`src/rtl/crack_sched_if.sv`:
```
// Requester and crack-core bundle for crack_sched. The slave modport is the
// scheduler's view and the master modport is the requester/core-array view.
interface crack_sched_if #(
   parameter int unsigned NUM_CORES = 2
);
   logic                      en;
   logic                      rdy;
   logic [23:0]               base_key;
   logic [23:0]               key;
   logic                      key_valid;
   logic                      done;
   logic [NUM_CORES-1:0]      core_en;
   logic [24*NUM_CORES-1:0]   core_start_key;
   logic [24*NUM_CORES-1:0]   core_end_key;
   logic [NUM_CORES-1:0]      core_abort;
   logic [NUM_CORES-1:0]      core_rdy;
   logic [NUM_CORES-1:0]      core_key_valid;
   logic [24*NUM_CORES-1:0]   core_key;
   logic [8*NUM_CORES-1:0]    core_fpt_addr;
   logic [8*NUM_CORES-1:0]    core_fpt_wrdata;
   logic [NUM_CORES-1:0]      core_fpt_wren;
   logic [7:0]                fpt_addr;
   logic [7:0]                fpt_wrdata;
   logic                      fpt_wren;

   modport slave (
      input  en, base_key, core_rdy, core_key_valid, core_key,
             core_fpt_addr, core_fpt_wrdata, core_fpt_wren,
      output rdy, key, key_valid, done, core_en, core_start_key, core_end_key,
             core_abort, fpt_addr, fpt_wrdata, fpt_wren
   );

   modport master (
      output en, base_key, core_rdy, core_key_valid, core_key,
             core_fpt_addr, core_fpt_wrdata, core_fpt_wren,
      input  rdy, key, key_valid, done, core_en, core_start_key, core_end_key,
             core_abort, fpt_addr, fpt_wrdata, fpt_wren
   );
endinterface

```
`src/rtl/crack_sched.sv`:
```
// Keyspace scheduler: slices [base_key, FFFFFF] across idle crack cores, takes
// the first valid key, aborts the rest and arbitrates the shared fpt port.
module crack_sched #(
   parameter int unsigned NUM_CORES = 2,
   parameter logic [23:0] CHUNK     = 24'h4000
) (
   input  logic         clk,
   input  logic         rst,
   crack_sched_if.slave bus
);
   localparam int unsigned IW = (NUM_CORES > 1) ? $clog2(NUM_CORES) : 1;

   typedef enum logic [1:0] {IDLE, RUN, ABORT, DONE} state_t;
   state_t state, state_nx;

   logic [24:0]          next_key;
   logic [NUM_CORES-1:0] busy;
   logic [1:0]           holdoff [NUM_CORES];
   logic                 lock;
   logic [IW-1:0]        owner;

   logic                 accept, found, disp_hit, dispatch, exhaust;
   logic [NUM_CORES-1:0] comp;
   logic [IW-1:0]        win_idx, disp_idx;
   logic [24:0]          slice_last;
   logic [23:0]          slice_end;
   logic                 fwd;
   logic [IW-1:0]        src;

   assign accept     = ((state == IDLE) || (state == DONE)) && bus.en;
   assign slice_last = next_key + {1'b0, CHUNK} - 25'd1;
   assign slice_end  = slice_last[24] ? '1 : slice_last[23:0];

   always_ff @(posedge clk) begin
      if (rst) state <= IDLE;
      else     state <= state_nx;
   end

   always_comb begin
      comp     = '0;
      found    = 1'b0;
      win_idx  = '0;
      disp_hit = 1'b0;
      disp_idx = '0;
      for (int unsigned i = 0; i < NUM_CORES; i++) begin
         comp[i] = busy[i] && (holdoff[i] == 2'd0) && bus.core_rdy[i];
         if (!found && comp[i] && bus.core_key_valid[i]) begin
            found   = 1'b1;
            win_idx = IW'(i);
         end
         if (!disp_hit && !busy[i] && bus.core_rdy[i]) begin
            disp_hit = 1'b1;
            disp_idx = IW'(i);
         end
      end
      dispatch = (state == RUN) && !found && disp_hit && !next_key[24];
      // A core completing this cycle no longer counts as outstanding work.
      exhaust  = next_key[24] && ((busy & ~comp) == '0);
      state_nx = state;
      case (state)
         IDLE, DONE: if (bus.en) state_nx = RUN;
         RUN: begin
            if (found)        state_nx = ABORT;
            else if (exhaust) state_nx = DONE;
         end
         ABORT:   state_nx = DONE;
         default: state_nx = IDLE;
      endcase
   end

   always_comb begin
      fwd = 1'b0;
      src = '0;
      if (lock) begin
         fwd = bus.core_fpt_wren[owner];
         src = owner;
      end else begin
         for (int unsigned i = 0; i < NUM_CORES; i++) begin
            if (!fwd && bus.core_fpt_wren[i]) begin
               fwd = 1'b1;
               src = IW'(i);
            end
         end
      end
      bus.fpt_wren   = fwd;
      bus.fpt_addr   = fwd ? bus.core_fpt_addr[8*src +: 8]   : '0;
      bus.fpt_wrdata = fwd ? bus.core_fpt_wrdata[8*src +: 8] : '0;
   end

   always_ff @(posedge clk) begin
      if (rst) begin
         next_key           <= '0;
         busy               <= '0;
         for (int unsigned i = 0; i < NUM_CORES; i++) holdoff[i] <= '0;
         bus.rdy            <= 1'b1;
         bus.key            <= '0;
         bus.key_valid      <= 1'b0;
         bus.done           <= 1'b0;
         bus.core_en        <= '0;
         bus.core_start_key <= '0;
         bus.core_end_key   <= '0;
         bus.core_abort     <= '1;
         lock               <= 1'b0;
         owner              <= '0;
      end else begin
         bus.rdy        <= (state_nx == IDLE) || (state_nx == DONE);
         bus.done       <= (state != DONE) && (state_nx == DONE);
         bus.core_en    <= '0;
         bus.core_abort <= '0;
         for (int unsigned i = 0; i < NUM_CORES; i++)
            if (holdoff[i] != 2'd0) holdoff[i] <= holdoff[i] - 2'd1;

         if (accept) begin
            next_key      <= {1'b0, bus.base_key};
            bus.key_valid <= 1'b0;
         end

         if (state == RUN) begin
            busy <= busy & ~comp;
            if (found) begin
               bus.key        <= bus.core_key[24*win_idx +: 24];
               bus.key_valid  <= 1'b1;
               bus.core_abort <= ~(NUM_CORES'(1) << win_idx);
               busy           <= '0;
            end else if (dispatch) begin
               bus.core_en[disp_idx]                 <= 1'b1;
               bus.core_start_key[24*disp_idx +: 24] <= next_key[23:0];
               bus.core_end_key[24*disp_idx +: 24]   <= slice_end;
               next_key                              <= next_key + {1'b0, CHUNK};
               busy[disp_idx]                        <= 1'b1;
               holdoff[disp_idx]                     <= 2'd2;
            end
         end
         if (state == ABORT) busy <= '0;

         if (accept) lock <= 1'b0;
         else if (!lock && fwd) begin
            lock  <= 1'b1;
            owner <= src;
         end
      end
   end
endmodule

```
`src/flat_wrapper.sv`:
```
// flat-port wrapper written by rule: the top's interface ports become plain ports
module crack_sched_flat 
#(
   parameter int unsigned NUM_CORES = 2,
   parameter logic [23:0] CHUNK     = 24'h4000
)
  (clk, rst, bus_en, bus_base_key, bus_core_rdy, bus_core_key_valid, bus_core_key, bus_core_fpt_addr, bus_core_fpt_wrdata, bus_core_fpt_wren, bus_rdy, bus_key, bus_key_valid, bus_done, bus_core_en, bus_core_start_key, bus_core_end_key, bus_core_abort, bus_fpt_addr, bus_fpt_wrdata, bus_fpt_wren);
  crack_sched_if #(.NUM_CORES(NUM_CORES)) bus_i ();
  input  logic clk;
  input  logic rst;
  input wire logic [$bits(bus_i.en)-1:0] bus_en;
  input wire logic [$bits(bus_i.base_key)-1:0] bus_base_key;
  input wire logic [$bits(bus_i.core_rdy)-1:0] bus_core_rdy;
  input wire logic [$bits(bus_i.core_key_valid)-1:0] bus_core_key_valid;
  input wire logic [$bits(bus_i.core_key)-1:0] bus_core_key;
  input wire logic [$bits(bus_i.core_fpt_addr)-1:0] bus_core_fpt_addr;
  input wire logic [$bits(bus_i.core_fpt_wrdata)-1:0] bus_core_fpt_wrdata;
  input wire logic [$bits(bus_i.core_fpt_wren)-1:0] bus_core_fpt_wren;
  output wire logic [$bits(bus_i.rdy)-1:0] bus_rdy;
  output wire logic [$bits(bus_i.key)-1:0] bus_key;
  output wire logic [$bits(bus_i.key_valid)-1:0] bus_key_valid;
  output wire logic [$bits(bus_i.done)-1:0] bus_done;
  output wire logic [$bits(bus_i.core_en)-1:0] bus_core_en;
  output wire logic [$bits(bus_i.core_start_key)-1:0] bus_core_start_key;
  output wire logic [$bits(bus_i.core_end_key)-1:0] bus_core_end_key;
  output wire logic [$bits(bus_i.core_abort)-1:0] bus_core_abort;
  output wire logic [$bits(bus_i.fpt_addr)-1:0] bus_fpt_addr;
  output wire logic [$bits(bus_i.fpt_wrdata)-1:0] bus_fpt_wrdata;
  output wire logic [$bits(bus_i.fpt_wren)-1:0] bus_fpt_wren;
  assign bus_i.en = bus_en;
  assign bus_i.base_key = bus_base_key;
  assign bus_i.core_rdy = bus_core_rdy;
  assign bus_i.core_key_valid = bus_core_key_valid;
  assign bus_i.core_key = bus_core_key;
  assign bus_i.core_fpt_addr = bus_core_fpt_addr;
  assign bus_i.core_fpt_wrdata = bus_core_fpt_wrdata;
  assign bus_i.core_fpt_wren = bus_core_fpt_wren;
  assign bus_rdy = bus_i.rdy;
  assign bus_key = bus_i.key;
  assign bus_key_valid = bus_i.key_valid;
  assign bus_done = bus_i.done;
  assign bus_core_en = bus_i.core_en;
  assign bus_core_start_key = bus_i.core_start_key;
  assign bus_core_end_key = bus_i.core_end_key;
  assign bus_core_abort = bus_i.core_abort;
  assign bus_fpt_addr = bus_i.fpt_addr;
  assign bus_fpt_wrdata = bus_i.fpt_wrdata;
  assign bus_fpt_wren = bus_i.fpt_wren;
  crack_sched #(.NUM_CORES(NUM_CORES), .CHUNK(CHUNK)) u_core (.clk(clk), .rst(rst), .bus(bus_i));
endmodule
```
`config.mk`:
```
export PLATFORM = sky130hd
export DESIGN_NAME = crack_sched_flat
export DESIGN_NICKNAME = d
export VERILOG_FILES = /design/src/rtl/crack_sched_if.sv /design/src/rtl/crack_sched.sv /design/src/flat_wrapper.sv
export SDC_FILE = /design/constraint.sdc
export NUM_CORES = 1
export LEC_CHECK = 0
export ABC_CLOCK_PERIOD_IN_PS = 5700
export BUFFER_PORTS_ARGS = -buffer_cell sky130_fd_sc_hd__buf_2
export CAP_MARGIN = 40
export CORE_MARGIN = 8
export CORE_UTILIZATION = 40
export CTS_CLUSTER_DIAMETER = 40
export DETAILED_ROUTE_END_ITERATION = 8
export GPL_TIMING_DRIVEN = 0
export HOLD_SLACK_MARGIN = 0.06
export PLACE_DENSITY_LB_ADDON = 0.1
export SYNTH_ARGS = -nofsm -noshare
export SYNTH_HDL_FRONTEND = slang
export SYNTH_SLANG_ARGS = --single-unit
```
`constraint.sdc`:
```
create_clock -name clk -period 5.7 [get_ports clk]
set_clock_uncertainty 0.1 [all_clocks]
set_input_delay 0.57 -clock clk [delete_from_list [all_inputs] [get_ports clk]]
set_output_delay 0.57 -clock clk [all_outputs]
set_load 0.01 [all_outputs]
```
* Word-level counts from Yosys, hierarchy flattened *
Memory sizes are Yosys's and may differ from the RTL's.
Cells that the tools add are included.

operators by class
  $add $sub $neg = 5
  multiply operators = 2
  $lt $le $gt $ge = 3
  equal/unequal tests = 5
  shift-type cells = 7
  mux-type cells = 51
  bitwise gates (word level) = 10
  reduce and logical (&&, ||, !) cells = 43

operators by type and width
  kind                        number
  $mux W25                    4
  $bwmux W48                  2
  $shiftx A24 B34 Y48         2
  $shift A24 B34 Y48 const A  1
  $shiftx A48 B7 Y24          1
  $neg A6 Y34                 1
  $shiftx A16 B5 Y8           2
  $mux W1                     31
  $add A25 B15 Y25 const B    1
  $sub A25 B1 Y25 const B     1
  $mux W24                    1
  $logic_and A1 B1 Y1         19
  $mux W2                     9
  $mux W8                     2
  $logic_not A2 Y1            5
  $logic_not A1 Y1            8
  $eq A2 B2 Y1 const B        3
  $mul A2 B1 Y3 const A       2
  $pmux W2 S3                 1
  $reduce_or A2 Y1            3
  $lt A1 B2 Y1 const B        2
  $not A1 Y1                  4
  $not A2 Y2                  2
  $reduce_and A2 Y1           2
  other kinds (13)            17

word-level totals
  flip-flop bits (word level) = 158
  RAM bits = 4
  input bits = 113
  output and inout port bits = 144
  memories = 1

memory list
  name            words  width  read ports  clocked after Yosys merged registers in  wr ports  line               source
  u_core.holdoff  2      2      2           0                                        3         crack_sched.sv:18  logic [1:0] holdoff [NUM_CORES];

* Longest topological paths before layout *
Gate-level depths: netlist of run 1.
An unclocked memory read counts as a cell.

  depth in word-level cells = 19
  mapped depth = 11
  mapped depth without buffers = 10

* Least setup slack after synthesis of run 1 *
Ideal clock, no wire load.

  kind = reg2reg
  start point = register u_core.next_key[15]
  end point = register u_core.bus.core_end_key[39]
  library setup time = 0.139 ns
  arrival = 2.605 ns
  path slack = 2.856 ns
  cell stages (with the launch flop) = 10
  buffers on the path = 2
  clock period less this slack = 2.844 ns
  cells stage by stage = dfxtp_1 -> ha_1 -> clkbuf_1 -> nand2_1 -> or4_1 -> o311a_1 -> nor4_4 -> mux2i_1 -> buf_2 -> a211oi_1

on the way
  word-level cells in the longest chain between the ends = 5

RTL lines
  element                         line                  source
  start: declaration              crack_sched.sv:16     logic [24:0] next_key;
  start signal: assignment        crack_sched.sv:114    next_key <= {1'b0, bus.base_key};
  start signal: assignment        crack_sched.sv:129    next_key <= next_key + {1'b0, CHUNK};
  $add A25 B15 Y25                crack_sched.sv:31     assign slice_last = next_key + {1'b0, CHUNK} - 25'd1;
  $sub A25 B1 Y25                 crack_sched.sv:31
  $mux W24                        crack_sched.sv:32     assign slice_end = slice_last[24] ? '1 : slice_last[23:0];
  $shiftx A24 B34 Y48             crack_sched.sv:128    bus.core_end_key[24*disp_idx +: 24] <= slice_end;
  $bwmux W48                      crack_sched.sv:128
  end signal: indexed assignment  crack_sched.sv:128
  end: declaration                crack_sched_if.sv:29  output rdy, key, key_valid, done, core_en, core_start_key, core_end_key,

Every way passes these cells.
A chain may end at the register's enable or synchronous reset.

* Worst setup path in the final report of run 1 *
  start point = register u_core.next_key[14]
  end point = register u_core.bus.core_end_key[41]

Same word-level chain as after synthesis.

==> flow_summary.json, run 1 <==
{
  "run_status": "complete, no violations",
  "synth_top_cell_by_area": "sky130_fd_sc_hd__dfxtp_1",
  "final_period_minus_worst_setup_slack_ns": 3.51,
  "max_cap_violations": 0,
  "criticalPathCategory": "reg2reg",
  "cts_repair_resize_count": 0,
  "cts.sink_count": 162,
  "most_common_cell_after_layout_fill_and_taps_aside": "sky130_fd_sc_hd__buf_2",
  "avgViaCountPerCell": 5.17,
  "grt.total_usage_pct": 21.0,
  "grt_remaining_overflow": 0,
  "die_width_um": 150,
  "max_freq_mhz": 285,
  "synthArstFlopShare_pct": 0,
  "grt_antenna_before_repair": 0,
  "ff_to_ff_end": "u_core.bus.core_end_key[41]",
  "final_critical_path_setup_slack_ns": 2.19,
  "die_height_um": 150,
  "min-delay-path-class": "in2reg",
  "layout.nets": 1261,
  "via_count_of_the_first_global_routing_pass": 6841,
  "clk_latency_ns": 0.44,
  "post-route-period-util_pct": 61.5,
  "critical_path.startpoint": "u_core.next_key[14]",
  "timing.critical_path.to": "u_core.bus.core_end_key[41]",
  "multiInputGateArea_mm2": 0.00362,
  "hold_slack_ns": 0.265,
  "wl_per_cell_um": 17.5,
  "synthToLayoutAreaGrowth_pct": 30.8,
  "total_of_warnings_raised_by_yosys": 0,
  "required_ns": 5.90,
  "synth_area_mm2": 0.00717,
  "power_density_mw_per_mm2": 425,
  "synth_cell_types": 47,
  "clk_pin_slew_worst_paths_ns": 0.06,
  "drt_drc_violations_left": 0,
  "syn_nets": 988,
  "r2r_setup_slack_ns": 2.19,
  "tritoncts.num_buffers": 17,
  "postSynthRegisterBits": 162,
  "final_util_pct": 52.8,
  "routed_wl_um": 24100,
  "cts_root_buffer": "sky130_fd_sc_hd__clkbuf_16",
  "place_worst_setup_slack_ns": 2.28,
  "detail_route.first_pass.iterations": 5,
  "timing_worst_slew_pin_value_ns": 0.767,
  "htree_levels": 4,
  "hold_buffers": 0,
  "regArea_mm2": 0.00324,
  "floorplan.core_area_mm2": 0.0178,
  "mostFrequentLayoutCells": "sky130_fd_sc_hd__buf_2 (262), sky130_fd_sc_hd__dfxtp_1 (162), sky130_fd_sc_hd__nand2_1 (156)",
  "vias_post_dr": 7140,
  "drt.antenna.violating_nets": 0,
  "synth_area_per_cell_um2": 8.28,
  "final_hold_viol_count": 0,
  "syn-instance-count": 866,
  "start_util_pct": 40.3,
  "crit-reg2reg-launch": "u_core.next_key[14]",
  "setup_violation_total_in_the_final_timing_report": 0,
  "tns_ns": 0,
  "ir_drop_mv": 0.252,
  "core.rowCount": 49,
  "setup.worst_path.start_class": "flop",
  "crit_path_end_kind": "flop",
  "floorplan.die_area_mm2": 0.0225,
  "antenna_cells_inserted": 0,
  "clock_tree.buffer_depth": 2,
  "reg2regPathDepth": 8,
  "ys_dominant_reg_cell": "sky130_fd_sc_hd__dfxtp_1",
  "post_cts_repair_timing_setup_buffer_count": 0,
  "grt_first_pass_wirelength_um": 37000,
  "first_iter_violations": 348,
  "ys_seq_area_share_pct": 45.2,
  "critPathMaxFanout": 10,
  "max_slew_margin_pct": 48.9,
  "synth_top_area_share_pct": 45.2,
  "fillerInstances": 1773,
  "gpl.final_weighted_congestion": 0.832,
  "tritoncts": "built",
  "power.leakage_nw": 3.95,
  "rsz0062_at_grt": "no",
  "final-max-slew-violation-count": 0,
  "synth_area_leaders": "sky130_fd_sc_hd__dfxtp_1 (45%), sky130_fd_sc_hd__nand2_1 (8.2%), sky130_fd_sc_hd__a211oi_1 (6.9%)",
  "num_io_pins": 257,
  "arrival_ns": 3.70,
  "synth_edf_count": 0,
  "buffers_on_ports": 254,
  "dp_hpwl_um": 18800,
  "grt_start_max_net_pins": 17,
  "share_of_final_layout_standard_cells_stronger_than_drive_strength_1_pct": 26.3
}
## final cells by class
type | instances | share of cell area [%]
buffer | 70 | 2.91
clock buffer | 17 | 4.54
clock inverter | 14 | 2.39
inverter | 10 | 0.400
multi-input combinational | 624 | 38.6
sequential | 162 | 34.6
tap | 229 | 3.05
timing repair buffer | 254 | 13.6
## worst min path at each step
stage | cells after the start | slack (ns) | to | startpoint
2_1_floorplan | 2 | 0.38 | u_core.bus.core_start_key[28] | u_core.next_key[4]
3_3_place_gp | 2 | 0.34 | u_core.bus.core_start_key[38] | u_core.bus.core_start_key[38]
3_5_place_dp | 2 | 0.35 | u_core.bus.core_start_key[32] | u_core.bus.core_start_key[32]
4_1_cts | 2 | 0.26 | u_core.owner | bus_core_fpt_wren[0]
5_1_grt | 2 | 0.27 | u_core.owner | bus_core_fpt_wren[0]
6_report | 2 | 0.27 | u_core.owner | bus_core_fpt_wren[0]
## synth_stat cells, types with 2 or more instances
cell and number:
sky130_fd_sc_hd__a21o_1 3, sky130_fd_sc_hd__or4_1 2, sky130_fd_sc_hd__and3_1 2, sky130_fd_sc_hd__a221oi_1 8
sky130_fd_sc_hd__nand2b_1 10, sky130_fd_sc_hd__a311oi_1 4, sky130_fd_sc_hd__nand2_1 156, sky130_fd_sc_hd__inv_1 10
sky130_fd_sc_hd__nor2b_1 6, sky130_fd_sc_hd__a211oi_1 66, sky130_fd_sc_hd__nor3_1 17, sky130_fd_sc_hd__o21ai_0 9
sky130_fd_sc_hd__a22oi_1 2, sky130_fd_sc_hd__o211ai_1 5, sky130_fd_sc_hd__o31ai_1 4, sky130_fd_sc_hd__dfxtp_1 162
sky130_fd_sc_hd__xor2_1 12, sky130_fd_sc_hd__nor4_4 2, sky130_fd_sc_hd__buf_1 2, sky130_fd_sc_hd__clkbuf_1 60
sky130_fd_sc_hd__nor4_1 6, sky130_fd_sc_hd__nor2_1 114, sky130_fd_sc_hd__o311ai_0 2, sky130_fd_sc_hd__nand4_1 6
sky130_fd_sc_hd__nand3_1 11, sky130_fd_sc_hd__nor3b_1 5, sky130_fd_sc_hd__a211oi_2 4, sky130_fd_sc_hd__ha_1 9
sky130_fd_sc_hd__a32oi_1 2, sky130_fd_sc_hd__buf_2 8, sky130_fd_sc_hd__nand3b_1 2, sky130_fd_sc_hd__xnor2_1 18
sky130_fd_sc_hd__mux2i_1 43, sky130_fd_sc_hd__or3_1 4, sky130_fd_sc_hd__and2_1 3, sky130_fd_sc_hd__a21oi_1 75
sky130_fd_sc_hd__mux2_2 2
## worst max-delay path: stages (launching register included)
cell and delay, ns:
sky130_fd_sc_hd__dfxtp_1 0.36, sky130_fd_sc_hd__clkbuf_1 0.50, sky130_fd_sc_hd__nand3_1 0.40, sky130_fd_sc_hd__nor4_1 0.51
sky130_fd_sc_hd__xor2_1 0.29, sky130_fd_sc_hd__nor4_4 0.33, sky130_fd_sc_hd__mux2i_1 0.41, sky130_fd_sc_hd__buf_2 0.34
sky130_fd_sc_hd__a211oi_1 0.12
## stage by stage
step	area (um^2)	cells	total power, W
after floorplan	7170	866	0.00229
after global placement	8730	1349	0.00272
after detailed placement	8730	1349	0.00273
after CTS	9380	1380	0.00400
after global routing	9380	1380	0.00420
final	9380	1380	0.00399
## power breakdown
group | internal, W | switching, W | leakage (nW)
Sequential | 0.00129 | 0.000118 | 1.32
Combinational | 0.000481 | 0.000823 | 2.31
Clock | 0.000783 | 0.000492 | 0.320
Total | 0.00255 | 0.00143 | 3.95
## cells by family (layout without fill, tap and decap cells)
logic type	Yosys count	count (layout)	synth area share (%)
AO/OA/AOI/OAI	191	191	17.7
adder cells (fa/ha/maj)	9	9	1.57
XOR/XNOR	30	30	3.66
flip-flops	162	162	45.2
AND/OR/NAND/NOR	349	349	21.2
multiplexers	45	45	6.32
buffers and inverters	80	365	4.33
## layer usage
layer	routed length [um]	up-vias	global-route usage (%)	part of all wire, %
met5	0	-	0	0
met4	301	0	6.00	1.2
met3	1940	22	6.41	8.0
met2	11400	229	34.6	47
met1	10400	3319	25.9	43
li1	-	3570	-	-
## registers in the layout, indices dropped and copies added, names as in the netlist
name / cells
u_core.bus.core_start_key: 48
u_core.holdoff: 4
u_core.owner: 1
u_core.bus.key: 24
u_core.bus.key_valid: 1
u_core.state: 2
u_core.busy: 2
u_core.bus.rdy: 1
u_core.bus.done: 1
u_core.bus.core_end_key: 48
u_core.bus.core_en: 2
u_core.lock: 1
u_core.next_key: 25
u_core.bus.core_abort: 2
Power figures use the tool's default switching activity.
==> run 2: changes to the inputs <==
ABC_CLOCK_PERIOD_IN_PS = 3000   (was 5700)
clock period = 3 ns   (was 5.7 ns; I/O delays follow)
==> run 2 against run 1 <==
  * Power grew 93%
  * Largest power group unchanged
  * Global-route usage up 0.30 points
  * Sequential power increased by 91%
  * Routed wire length rose by 1.6%
  * Final cell count up 1.7%
  * Combinational power increased by 96%
  * Sequential share of layout area shrank 1.1 points
  * Flip-flop and latch count did not move
  * Non-clock buffer count rose by 23
  * Maximum frequency increased by 21%
==> flow_summary.json, run 2 (synthesis results as in run 1) <==
{
  "crit_path_top_delay_cell": "sky130_fd_sc_hd__or4_4",
  "hold_slack_ns": 0.0960,
  "cpMostUsedCell": "sky130_fd_sc_hd__nor4_4",
  "regArea_mm2": 0.00325,
  "final_critical_path_setup_slack_ns": 0.113,
  "crit_path_end_kind": "flop",
  "place_worst_setup_slack_ns": -0.417,
  "criticalPathCategory": "reg2reg",
  "post-place-cells": 1349,
  "critical_path.cell_chain": "clkbuf_1, or4_4, nor4_4, nand4_1, nor4_4, mux2i_2, buf_4, a211oi_1",
  "antenna_cells_inserted": 0,
  "final_cells": 1403,
  "clock_tree.buffer_depth": 2,
  "post-route-period-util_pct": 96.2,
  "ir_drop_mv": 0.465,
  "p_int_w": 0.00493,
  "die_height_um": 150,
  "reg_top3": "u_core.bus.core_end_key (48), u_core.bus.core_start_key (48), u_core.next_key (25)",
  "sw_frac_of_total_pct": 35.8,
  "fillerInstances": 1733,
  "arrival_ns": 3.07,
  "wl_per_cell_um": 17.5,
  "critPathMaxFanout": 10,
  "share_of_final_layout_standard_cells_stronger_than_drive_strength_1_pct": 27.2,
  "most_common_cell_after_layout_fill_and_taps_aside": "sky130_fd_sc_hd__buf_2",
  "r2r_setup_slack_ns": 0.11,
  "final_util_pct": 54.6,
  "dp_hpwl_um": 18800,
  "min-delay-path-class": "in2reg",
  "via_count_of_the_first_global_routing_pass": 7019,
  "grt.total_usage_pct": 21.3,
  "buffers_on_ports": 254,
  "floorplan.die_area_mm2": 0.0225,
  "setup_violation_total_in_the_final_timing_report": 0,
  "cts.sink_count": 162,
  "clk_latency_ns": 0.44,
  "max_cap_violations": 0,
  "reg2regPathDepth": 8,
  "grt_remaining_overflow": 0,
  "first_iter_violations": 412,
  "pwr-share-comb_pct": 33.2,
  "max_freq_mhz": 346,
  "mostFrequentLayoutCells": "sky130_fd_sc_hd__buf_2 (258), sky130_fd_sc_hd__dfxtp_1 (160), sky130_fd_sc_hd__nand2_1 (156)",
  "grt_start_max_net_pins": 17,
  "crit-reg2reg-launch": "u_core.next_key[7]",
  "final-max-slew-violation-count": 0,
  "timing_worst_slew_pin_value_ns": 0.703,
  "htree_levels": 4,
  "detail_route.first_pass.iterations": 5,
  "drt_drc_violations_left": 0,
  "power.leakage_nw": 4.07,
  "tritoncts.num_buffers": 17,
  "clk_pin_slew_worst_paths_ns": 0.07,
  "grt_antenna_before_repair": 0,
  "slowest_delay_ns": 0.61,
  "final_hold_viol_count": 0,
  "drt.antenna.violating_nets": 0,
  "part_of_the_power_in_the_clock_network_pct": 31.5,
  "setup.worst_path.start_class": "flop",
  "required_ns": 3.19,
  "ff_to_ff_end": "u_core.bus.core_end_key[35]",
  "critical_path.startpoint": "u_core.next_key[7]",
  "avgViaCountPerCell": 5.17,
  "final_design_area_no_fill_mm2": 0.00970,
  "layout.nets": 1284,
  "cts_root_buffer": "sky130_fd_sc_hd__clkbuf_16",
  "die_width_um": 150,
  "synthToLayoutAreaGrowth_pct": 35.2,
  "core.rowCount": 49,
  "tritoncts": "built",
  "placedInstanceArea_mm2": 0.00873,
  "power.switching_w": 0.00275,
  "max_slew_margin_pct": 53.1,
  "vias_post_dr": 7248,
  "num_io_pins": 257,
  "hold_depth": 3,
  "power_density_mw_per_mm2": 791,
  "start_util_pct": 40.3,
  "grt_first_pass_wirelength_um": 37600,
  "floorplan.core_area_mm2": 0.0178,
  "final_period_minus_worst_setup_slack_ns": 2.89,
  "gpl.final_weighted_congestion": 0.832,
  "seq_power_share_pct": 35.2,
  "routed_wl_um": 24500,
  "rsz0062_at_grt": "yes",
  "timing.critical_path.to": "u_core.bus.core_end_key[35]",
  "multiInputGateArea_mm2": 0.00367,
  "run_status": "complete, no violations"
}
[run 2: worst min path at each step]
| stage | endpoint | start |
|---|---|---|
| after floorplan | u_core.owner | bus_core_fpt_wren[0] |
| after global placement | u_core.bus.core_start_key[38] | u_core.bus.core_start_key[38] |
| after detailed placement | u_core.bus.core_start_key[32] | u_core.bus.core_start_key[32] |
| after CTS | u_core.next_key[23] | bus_base_key[23] |
| after global routing | u_core.next_key[23] | bus_base_key[23] |
| final | u_core.next_key[23] | bus_base_key[23] |
[run 2: metal layers]
metal / GRT usage, % / share of wire [%]
met3: 6.17 / 7.5
met5: 0 / 0
met2: 35.5 / 48
met1: 26.2 / 43
met4: 6.00 / 1.2
[run 2: critical path, delay by kind of cell, from the launching register on]
| kind | cells | cell delay (ns) |
|---|---|---|
| and+or+nand+nor | 4 | 1.42 |
| buffers and inverters | 2 | 0.43 |
| muxes | 1 | 0.40 |
| DFF | 1 | 0.30 |
| AOI/OAI and AO/OA | 1 | 0.09 |
[run 2: repair_timing]
item | in CTS | in global routing
setup buffers | 1 | 2
endpoints found under the setup margin | 46 | 51
gates resized for setup | 9 | 18
hold buffers | 23 | 0
hold endpoints to repair | 23 | 0
pin swaps | 1 | 3
[run 2: power by group through the flow]
stage / clock (W) / sequential, W / combinational [W]
after floorplan: 0 / 0.00274 / 0.00161
after global placement: 0 / 0.00271 / 0.00245
after detailed placement: 0 / 0.00272 / 0.00247
after CTS: 0.00245 / 0.00267 / 0.00253
after global routing: 0.00255 / 0.00274 / 0.00281
final: 0.00242 / 0.00270 / 0.00255
[run 2: metrics by stage]
| step | setup TNS (ns) | power (W) |
|---|---|---|
| after floorplan | 0 | 0.00435 |
| after global placement | -14.48 | 0.00516 |
| after detailed placement | -15.25 | 0.00518 |
| after CTS | 0 | 0.00766 |
| after global routing | -0.112 | 0.00810 |
| final | 0 | 0.00767 |
[run 2: layout make-up]
type / count / share of cell area [%]
plain buffers: 67 / 2.90
clock buffers: 17 / 4.39
clock inverters: 14 / 2.31
inverters: 10 / 0.387
multi-input cells: 624 / 37.9
flip-flops and latches: 162 / 33.5
well taps: 229 / 2.95
repair buffers: 280 / 15.7
